<file path="src/rtl/cpu_types_pkg.sv">
// Shared CPU types: RAM handshake state, controller FSM states, word type and
// the load value returned on a failed memory access.
package cpu_types_pkg;

  typedef logic [31:0] word_t;

  typedef enum logic [1:0] {
    FREE   = 2'd0,
    BUSY   = 2'd1,
    ACCESS = 2'd2,
    ERROR  = 2'd3
  } ramstate_t;

  typedef enum logic [1:0] {
    MC_IDLE   = 2'd0,
    MC_ACCESS = 2'd1,
    MC_RESP   = 2'd2,
    MC_ABORT  = 2'd3
  } memctrl_state_t;

  typedef enum logic {
    OWN_I = 1'b0,
    OWN_D = 1'b1
  } owner_t;

  localparam word_t ERRWORD = 32'hBAD1_BAD1;

endpackage

</file>
<file path="src/rtl/mem_timeout_counter.sv">
// Cycle counter bounding how long one RAM access may take; expired is raised
// in the cycle where the count equals TIMEOUT-1.
module mem_timeout_counter #(
  parameter int TIMEOUT = 64
) (
  input  logic CLK,
  input  logic RST,
  input  logic clear,
  input  logic enable,
  output logic expired
);

  localparam int W = (TIMEOUT > 2) ? $clog2(TIMEOUT) : 1;

  logic [W-1:0] count_r;

  assign expired = (count_r == W'(TIMEOUT - 1));

  // Count access cycles; saturate at the expiry value
  always_ff @(posedge CLK) begin
    if (RST) begin
      count_r <= {W{1'b0}};
    end else if (clear) begin
      count_r <= {W{1'b0}};
    end else if (enable && !expired) begin
      count_r <= count_r + W'(1'b1);
    end
  end

endmodule

</file>
<file path="src/rtl/memory_controller.sv">
// Cache-side memory controller: arbitrates instruction and data requests onto
// one RAM port, one transaction at a time, with error, timeout and abort paths.
module memory_controller
  import cpu_types_pkg::*;
#(
  parameter int    TIMEOUT = 64,
  parameter word_t ERRWORD = cpu_types_pkg::ERRWORD
) (
  input  logic        CLK,
  input  logic        RST,
  input  logic        iREN,
  input  logic        dREN,
  input  logic        dWEN,
  input  logic [31:0] iaddr,
  input  logic [31:0] daddr,
  input  logic [31:0] dstore,
  output logic        iwait,
  output logic        dwait,
  output logic [31:0] iload,
  output logic [31:0] dload,
  output logic        ramREN,
  output logic        ramWEN,
  output logic [31:0] ramaddr,
  output logic [31:0] ramstore,
  input  logic [31:0] ramload,
  input  ramstate_t   ramstate,
  output logic        merr
);

  memctrl_state_t state_r, state_s;
  owner_t         owner_r, owner_s;
  logic           wr_r, wr_s;
  logic           last_d_r;
  logic           grant_s, done_s, err_s;
  logic           d_req_s, owner_ren_s, expired_s;
  word_t          resp_word_s;

  mem_timeout_counter #(.TIMEOUT(TIMEOUT)) u_timeout (
    .CLK     (CLK),
    .RST     (RST),
    .clear   (state_r != MC_ACCESS),
    .enable  (state_r == MC_ACCESS),
    .expired (expired_s)
  );

  assign d_req_s     = dREN | dWEN;
  assign owner_ren_s = (owner_r == OWN_D) ? dREN : iREN;
  assign resp_word_s = err_s ? ERRWORD : ramload;

  // Next-state, arbitration and completion decode
  always_comb begin
    state_s = state_r;
    owner_s = owner_r;
    wr_s    = wr_r;
    grant_s = 1'b0;
    done_s  = 1'b0;
    err_s   = 1'b0;
    case (state_r)
      MC_IDLE: begin
        // On contention the side that did not own the last grant goes first
        if (d_req_s && (!iREN || !last_d_r)) begin
          grant_s = 1'b1;
          owner_s = OWN_D;
          wr_s    = dWEN;
          state_s = MC_ACCESS;
        end else if (iREN) begin
          grant_s = 1'b1;
          owner_s = OWN_I;
          wr_s    = 1'b0;
          state_s = MC_ACCESS;
        end else begin
          state_s = MC_IDLE;
        end
      end
      MC_ACCESS: begin
        if (ramstate == ACCESS) begin
          done_s  = 1'b1;
          state_s = MC_RESP;
        end else if ((ramstate == ERROR) || expired_s) begin
          done_s  = 1'b1;
          err_s   = 1'b1;
          state_s = MC_RESP;
        end else if (!wr_r && !owner_ren_s) begin
          state_s = MC_ABORT;
        end else begin
          state_s = MC_ACCESS;
        end
      end
      MC_RESP:  state_s = MC_IDLE;
      MC_ABORT: state_s = MC_IDLE;
      default:  state_s = MC_IDLE;
    endcase
  end

  // State, request latches, RAM drive and per-side response registers
  always_ff @(posedge CLK) begin
    if (RST) begin
      state_r  <= MC_IDLE;
      owner_r  <= OWN_I;
      wr_r     <= 1'b0;
      last_d_r <= 1'b0;
      iwait    <= 1'b1;
      dwait    <= 1'b1;
      iload    <= 32'h0000_0000;
      dload    <= 32'h0000_0000;
      ramREN   <= 1'b0;
      ramWEN   <= 1'b0;
      ramaddr  <= 32'h0000_0000;
      ramstore <= 32'h0000_0000;
      merr     <= 1'b0;
    end else begin
      state_r <= state_s;
      owner_r <= owner_s;
      wr_r    <= wr_s;
      ramREN  <= (state_s == MC_ACCESS) && !wr_s;
      ramWEN  <= (state_s == MC_ACCESS) && wr_s;
      iwait   <= !((state_s == MC_RESP) && (owner_s == OWN_I));
      dwait   <= !((state_s == MC_RESP) && (owner_s == OWN_D));
      if (grant_s) begin
        last_d_r <= (owner_s == OWN_D);
        ramaddr  <= (owner_s == OWN_D) ? daddr : iaddr;
        ramstore <= (owner_s == OWN_D) ? dstore : 32'h0000_0000;
      end
      if (done_s && (owner_r == OWN_I)) begin
        iload <= resp_word_s;
      end
      if (done_s && (owner_r == OWN_D)) begin
        dload <= resp_word_s;
      end
      if (err_s) begin
        merr <= 1'b1;
      end
    end
  end

endmodule

</file>
<file path="config.mk">
export PLATFORM = sky130hd
export DESIGN_NAME = memory_controller
export DESIGN_NICKNAME = d
export VERILOG_FILES = /design/src/rtl/cpu_types_pkg.sv /design/src/rtl/mem_timeout_counter.sv /design/src/rtl/memory_controller.sv
export SDC_FILE = /design/constraint.sdc
export NUM_CORES = 1
export LEC_CHECK = 0
export CAP_MARGIN = 15
export CORE_ASPECT_RATIO = 1.25
export CORE_MARGIN = 1.5
export CORE_UTILIZATION = 44
export DETAILED_ROUTE_END_ITERATION = 8
export PLACE_DENSITY = 0.95
export SKIP_LAST_GASP = 1
export SLEW_MARGIN = 30
export SYNTH_ARGS = -nofsm -noshare
export SYNTH_HDL_FRONTEND = slang
export SYNTH_HIERARCHICAL = 1
export SYNTH_SLANG_ARGS = --single-unit
</file>
<file path="constraint.sdc">
create_clock -name CLK -period 3.3 [get_ports CLK]
set_clock_uncertainty 0.15 [all_clocks]
set_input_delay 0.66 -clock CLK [delete_from_list [all_inputs] [get_ports CLK]]
set_output_delay 0.66 -clock CLK [all_outputs]
set_load 0.005 [all_outputs]
</file>
==> key figures, run 1 <==
Routing
  – Final wirelength: 16100 µm
  – Number of iterations in the first detailed-routing pass: 4
  – Post-route DRC violation count: 0
  – Count of nets left with antenna violations after detail routing: 0
  – Number of vias per cell after detailed routing: 5.20
  – Number of design-rule violations left by the first detailed-router iteration: 160
  – Total via count after detailed routing: 5277
  – Average wire per standard cell: 15.9 µm

Synth
  – Async set-or-reset flop fraction in the synthesized netlist: 0%
  – Share of the synthesized area in the top cell type: 53.0%
  – Warnings, synthesis: 6
  – Net count after synthesis: 728
  – Count of different cell masters after synthesis: 44
  – Cell area after technology mapping: 5440 µm²
  – Leading cell type by number of instances after synthesis: dfxtp_1
  – Leading post-synthesis cells by instance count: dfxtp_1, nor2_1, a211oi_1
  – Largest cells by area after synthesis: dfxtp_1, a211oi_1, nor2_1
  – Register bit count reported by yosys: 144
  – Post-Synthesis Cells: 592
  – Number of flops mapped to enable cells by yosys: 0
  – Sequential area share after synthesis: 53.0%
  – Synthesized area divided by synthesized cell count: 9.19 µm²
  – Most area-hungry cell type in the Yosys netlist: dfxtp_1
  – Most used DFF post-synth: dfxtp_1

STA
  – Unrepaired setup endpoints after global routing: false
  – Max transition margin: 43.5%
  – Final critical-path share of the clock period: 78.3%
  – Worst path setup slack after routing: 715 ps
  – Post-route worst hold slack: 303 ps
  – Period minus WS final: 2580 ps
  – Transition time at the pin with the least slew margin: 847 ps
  – Accumulated negative setup slack: 0 ps
  – Achievable clock frequency: 0.387 GHz
  – Number of hold violations in the final report: 0
  – Max Transition Viols Final: 0
  – Count of final setup violators: 0

Die
  – Die outline area: 13000 µm²
  – Core area: 12100 µm²
  – Effective utilization at floorplan: 45.0%
  – I/O pin total: 268
  – Width of the die: 102 µm
  – Overall die height: 127 µm
  – Number of standard-cell rows in the floorplan: 45

Global routing
  – First-pass GRT wire length: 24700 µm
  – Number of global-route vias before repair: 5069
  – Global-route usage over all layers: 24.0%
  – Leftover overflow at the end of global routing: 0
  – Pin count of the biggest net entering global routing: 81
  – Number of antenna violations at the first check in global routing: 0

Worst hold path
  – Worst hold path startpoint: iload[17]
  – Classification of the worst-slack hold path: register to register

Place
  – Placed Instances: 983
  – GPL Wtd Cong: 0.811
  – Minimum setup slack after placement: 303 ps
  – Detailed placement HPWL: 11600 µm
  – Count of input and output buffers: 267

Setup path
  – Cell family contributing the most delay on the critical path: simple AND/OR/NAND/NOR gates
  – Worst path required time: 3470 ps
  – WP buf/inv: 0
  – Worst setup path startpoint: u_timeout/count_r[0]
  – Reg2Reg Depth: 7
  – Most common cell type on the critical path: and3_2
  – Worst reg2reg startpoint: u_timeout/count_r[0]
  – Minimum setup slack among reg-to-reg paths: 720 ps
  – Crit end category: register
  – Critical Path Slowest Stage Cell: or3_1
  – Critical path type: register to register
  – Critical Path Source Type: register
  – Depth of the critical timing path with buffers and inverters included: 7
  – Capturing point of the worst reg2reg path: iload[10]
  – Critical path arrival: 2760 ps
  – Worst-path cell chain: ha_1 > and3_2 > and3_2 > nor2_1 > or3_1 > nand2_1 > a21oi_1
  – Longest individual stage delay on the worst path: 560 ps
  – Capture point of the worst path: iload[10]
  – Crit-path max FO: 14

CTS
  – Cts-stage hold buffer count: 0
  – Number of setup buffers added after CTS: 0
  – Clock-pin slew of the registers on the worst-case setup and hold paths: 60 ps
  – Root buffer cell: clkbuf_16
  – Number of sinks handled by clock tree synthesis: 144
  – CTS H-tree lvls: 4
  – Worst-case clock buffer depth: 2
  – TritonCTS clock tree: built
  – Cts bufs inserted: 17
  – Post-CTS Resized: 0
  – Clk Latency, worst-skew pair: 400 ps

Power
  – Power share of the clock group: 37.5%
  – Net switching fraction of the power: 26.1%
  – Worst vdd ir: 0.000376 V
  – Net switching power: 1.23 mW
  – Register share of total power: 41.7%
  – Pwr Density: 537 nW/µm²
  – Cell-internal power: 3.48 mW
  – Static leakage: 3.23 nW
  – Combinational group share of total power: 20.9%

Cells and area
  – Net count reported at finish: 974
  – Number of inserted filler cells in the final layout: 867
  – Antenna diodes: 0
  – Share of layout cells above drive strength 1: 6.12%
  – Register area: 2880 µm²
  – Area taken by multi-input logic gates: 2330 µm²
  – Non-filler cells in the finished layout: 1014
  – Area Growth Syn to Fin: 61.4%

Job
  – Number of max-capacitance violations reported: 0

Outcome
  – Outcome: finished, final reports clean
==> placed cells by master (no fill, tap or decap), types with 2 or more instances in the layout <==
cell type / synthesis / routed
clkbuf_1: 34 / 2
and3_2: 2 / 3
buf_4: 0 / 8
buf_12: 2 / 4
a21o_1: 2 / 2
nor2b_1: 2 / 2
inv_1: 2 / 2
a211oi_1: 68 / 68
nor2_1: 130 / 129
or3_1: 2 / 2
clkinv_2: 0 / 2
inv_2: 2 / 2
clkinvlp_4: 0 / 6
clkbuf_16: 0 / 17
or4_1: 2 / 2
nand3_1: 30 / 30
a21oi_1: 31 / 31
nand2_1: 33 / 33
clkdlybuf4s50_1: 0 / 266
a22oi_1: 33 / 33
mux2i_1: 34 / 34
inv_6: 0 / 3
dfxtp_1: 144 / 144
a31oi_1: 2 / 2
==> worst reg2reg max path: cells and delay by family (launching register included) <==
kind	cells	cell delay [ps]
AOI/OAI and AO/OA	1	170
adders and majority gates	1	240
and+or+nand+nor	5	1610
DFF	1	340
==> state kept, by name, indices dropped and copies added (netlist names) <==
signal,count
dload,32
ramWEN,1
ramREN,1
dwait,1
state_r,2
wr_r,1
owner_r,1
last_d_r,1
ramstore,32
u_timeout/count_r,6
iload,32
merr,1
iwait,1
ramaddr,32
==> how the worst min path moves through the flow <==
stage                            to  slack, ps  cells after the start
2_1_floorplan  u_timeout/count_r[2]        300                      1
3_3_place_gp               iload[8]        290                      2
3_5_place_dp              iload[30]        300                      2
4_1_cts                   iload[30]        300                      2
5_1_grt                   iload[30]        320                      2
6_report                  iload[17]        300                      2
==> per-stage QoR <==
stage               total power, mW  util (%)  area (µm²)
global placement               2.95      68.0        8230
detailed placement             2.98      68.0        8240
floorplan                      2.45         -        5440
global route                   4.93      72.5        8780
CTS                            4.75      72.5        8780
finish                         4.71      72.5        8780
==> power groups by stage <==
stage                     sequential [mW]  clock (mW)  combinational, mW
final                                1.96        1.77              0.984
after global routing                 1.98        1.88               1.07
after CTS                            1.96        1.80              0.991
after detailed placement             2.00           0              0.985
after global placement               1.99           0              0.963
after floorplan                      2.00           0              0.447
==> area by class of cell <==
class / count / area share, %
Sequential cell: 144 / 32.8
Timing Repair Buffer: 278 / 31.9
Multi-Input combinational cell: 393 / 26.5
Clock buffer: 19 / 4.93
Tap cell: 164 / 2.34
Clock inverter: 12 / 1.27
Inverter: 4 / 0.171
==> layer usage <==
| layer | wire (µm) | global-route usage (%) |
|---|---|---|
| met5 | 0 | 0 |
| met4 | 410 | 8.46 |
| met3 | 1230 | 6.67 |
| met2 | 8400 | 43.6 |
| met1 | 6050 | 26.4 |
==> kinds of logic (layout without fill, tap and decap cells) <==
logic type	count (synthesis)	in the layout	share of synthesized area, %
DFF	144	144	53.0
AOI/OAI and AO/OA	146	146	18.9
adders and majority gates	1	1	0.230
buffers and inverters	55	313	4.99
muxes	36	36	6.67
and+or+nand+nor	210	210	16.2
Power figures use the tool's default switching activity.
==> inputs of run 2 (changes only) <==
- CORE_UTILIZATION: 44 -> 40
- PLACE_DENSITY: 0.95 -> 0.89
- clock period: 3.3 -> 2.5 ns (I/O delays scaled with it)
==> run 2 against run 1 <==
Power is 34% higher. Die area is 9.7% higher. Critical path depth is 1 higher. Core utilization is 5.1 points lower. Clock power is 35% higher. Maximum frequency is 14% higher. Non-clock buffer count is 14 higher. Cell count is 2.2% higher. Critical endpoint is now iload[6].
==> key figures, run 2 (synthesis gave the netlist of run 1 again) <==
Die
  – Core area: 13300 µm²
  – Effective utilization at floorplan: 40.9%
  – Width of the die: 107 µm
  – Overall die height: 133 µm
  – Die outline area: 14300 µm²
  – Number of standard-cell rows in the floorplan: 47
  – I/O pin total: 268

Power
  – Worst vdd ir: 0.000393 V
  – Static leakage: 3.32 nW
  – Combinational group share of total power: 21.4%
  – Power share of the clock group: 37.8%
  – Register share of total power: 40.9%
  – Net switching power: 1.74 mW
  – Pwr Density: 707 nW/µm²
  – Cell-internal power: 4.60 mW
  – Net switching fraction of the power: 27.5%

Cells and area
  – Net count reported at finish: 988
  – Number of inserted filler cells in the final layout: 1034
  – Antenna diodes: 0
  – Most frequent cells in the layout: clkdlybuf4s50_1, dfxtp_1, nor2_1
  – Post-layout util: 67.4%
  – Most common cell after layout, fill and taps aside: clkdlybuf4s50_1
  – Share of layout cells above drive strength 1: 8.09%
  – Area Growth Syn to Fin: 64.7%

Setup path
  – Crit end category: register
  – Worst-path cell chain: ha_1 > and3_2 > and3_2 > mux2_2 > and2_1 > buf_4 > nor2_1 > a211oi_1
  – Worst reg2reg startpoint: u_timeout/count_r[0]
  – Worst setup path startpoint: u_timeout/count_r[0]
  – Critical Path Slowest Stage Cell: dfxtp_1
  – Critical path arrival: 2390 ps
  – Critical path type: register to register
  – Critical Path Source Type: register
  – Longest individual stage delay on the worst path: 340 ps
  – Cell family contributing the most delay on the critical path: simple AND/OR/NAND/NOR gates
  – Most common cell type on the critical path: and3_2
  – Worst path required time: 2620 ps
  – Minimum setup slack among reg-to-reg paths: 230 ps
  – Reg2Reg Depth: 8
  – WP buf/inv: 1
  – Capturing point of the worst reg2reg path: iload[6]
  – Crit-path max FO: 12

STA
  – Achievable clock frequency: 0.440 GHz
  – Max transition margin: 68.3%
  – Period minus WS final: 2270 ps
  – Number of hold violations in the final report: 0
  – Transition time at the pin with the least slew margin: 475 ps
  – Unrepaired setup endpoints after global routing: false
  – Post-route worst hold slack: 303 ps
  – Final critical-path share of the clock period: 90.9%
  – Count of final setup violators: 0
  – Max Transition Viols Final: 0

Routing
  – Average wire per standard cell: 15.9 µm
  – Count of nets left with antenna violations after detail routing: 0
  – Post-route DRC violation count: 0
  – Total via count after detailed routing: 5343
  – Number of vias per cell after detailed routing: 5.16
  – Number of iterations in the first detailed-routing pass: 7
  – Number of design-rule violations left by the first detailed-router iteration: 288
  – Final wirelength: 16500 µm

CTS
  – Clk Latency, worst-skew pair: 410 ps
  – Clock-pin slew of the registers on the worst-case setup and hold paths: 60 ps
  – Number of setup buffers added after CTS: 0
  – CTS H-tree lvls: 4
  – Post-CTS Resized: 0
  – Number of sinks handled by clock tree synthesis: 144
  – Root buffer cell: clkbuf_16
  – TritonCTS clock tree: built
  – Worst-case clock buffer depth: 2
  – Cts bufs inserted: 17
  – Cts-stage hold buffer count: 0

Worst hold path
  – Classification of the worst-slack hold path: register to register
  – Worst hold path cell count: 2
  – Hold path endpoint: dload[30]
  – Worst hold path startpoint: dload[30]

Outcome
  – Outcome: finished, final reports clean

Place
  – GPL Wtd Cong: 0.784
  – Count of input and output buffers: 267
  – Detailed placement HPWL: 12100 µm

Job
  – Number of max-capacitance violations reported: 0

Global routing
  – Leftover overflow at the end of global routing: 0
  – Number of global-route vias before repair: 5213
  – First-pass GRT wire length: 25500 µm
  – Pin count of the biggest net entering global routing: 66
  – Number of antenna violations at the first check in global routing: 0
  – Global-route usage over all layers: 22.7%
## run 2: changes by cell type in the layout (fill, tap and decap cells not counted), moves of 2 or more
cell / previous run / this run
clkinvlp_4: 6 / 4
inv_6: 3 / 5
clkbuf_1: 2 / 0
inv_8: 0 / 3
buf_12: 4 / 8
buf_4: 8 / 18
## run 2: cell type report
| cell class | count | area [µm²] | share of cell area (%) |
|---|---|---|---|
| Inverter | 4 | 15.0 | 0.168 |
| Timing Repair Buffer | 292 | 2960 | 33.0 |
| Sequential cell | 144 | 2880 | 32.2 |
| Clock inverter | 14 | 121 | 1.35 |
| Multi-Input combinational cell | 393 | 2330 | 26.0 |
| Clock buffer | 18 | 439 | 4.90 |
| Tap cell | 171 | 214 | 2.39 |
## run 2: layer usage
layer  part of all wire [%]  up-vias  global-route usage (%)
met2                     52      232                    40.4
met3                    6.3       36                    6.26
met5                      0        -                       0
met1                     39     2452                    24.7
li1                       -     2623                       -
met4                    3.4        0                    10.5
## run 2: worst max path at each step
stage                        endpoint  slack (ps)  cells past startpoint
after floorplan             iload[10]         290                      9
after global placement    ramaddr[13]          50                      6
after detailed placement  ramaddr[28]         -20                      6
after CTS                   iload[17]         120                      8
after global routing        dload[27]          60                      8
final                        iload[6]         230                      8
## run 2: power groups by stage
stage | Sequential [mW] | Combinational, mW | Clock (mW)
3_3_place_gp | 2.63 | 1.32 | 0
6_report | 2.59 | 1.35 | 2.39
5_1_grt | 2.61 | 1.46 | 2.55
3_5_place_dp | 2.64 | 1.35 | 0
2_1_floorplan | 2.64 | 0.590 | 0
4_1_cts | 2.59 | 1.36 | 2.44
## run 2: tightest hold or removal path, stage by stage (launching register included)
cell,delay (ps)
dfxtp_1,310
nand2_1,50
a21oi_1,50
## run 2: per-stage QoR
step                cells  setup TNS, ps  cell area (µm²)  worst slack, ps  power [mW]
global route         1036              0             8960             65.0        6.62
CTS                  1036              0             8950              125        6.39
global placement     1004              0             8390             50.6        3.95
finish               1036              0             8960              228        6.34
floorplan             592              0             5440              293        3.23
detailed placement   1004          -18.4             8390            -15.5        3.99
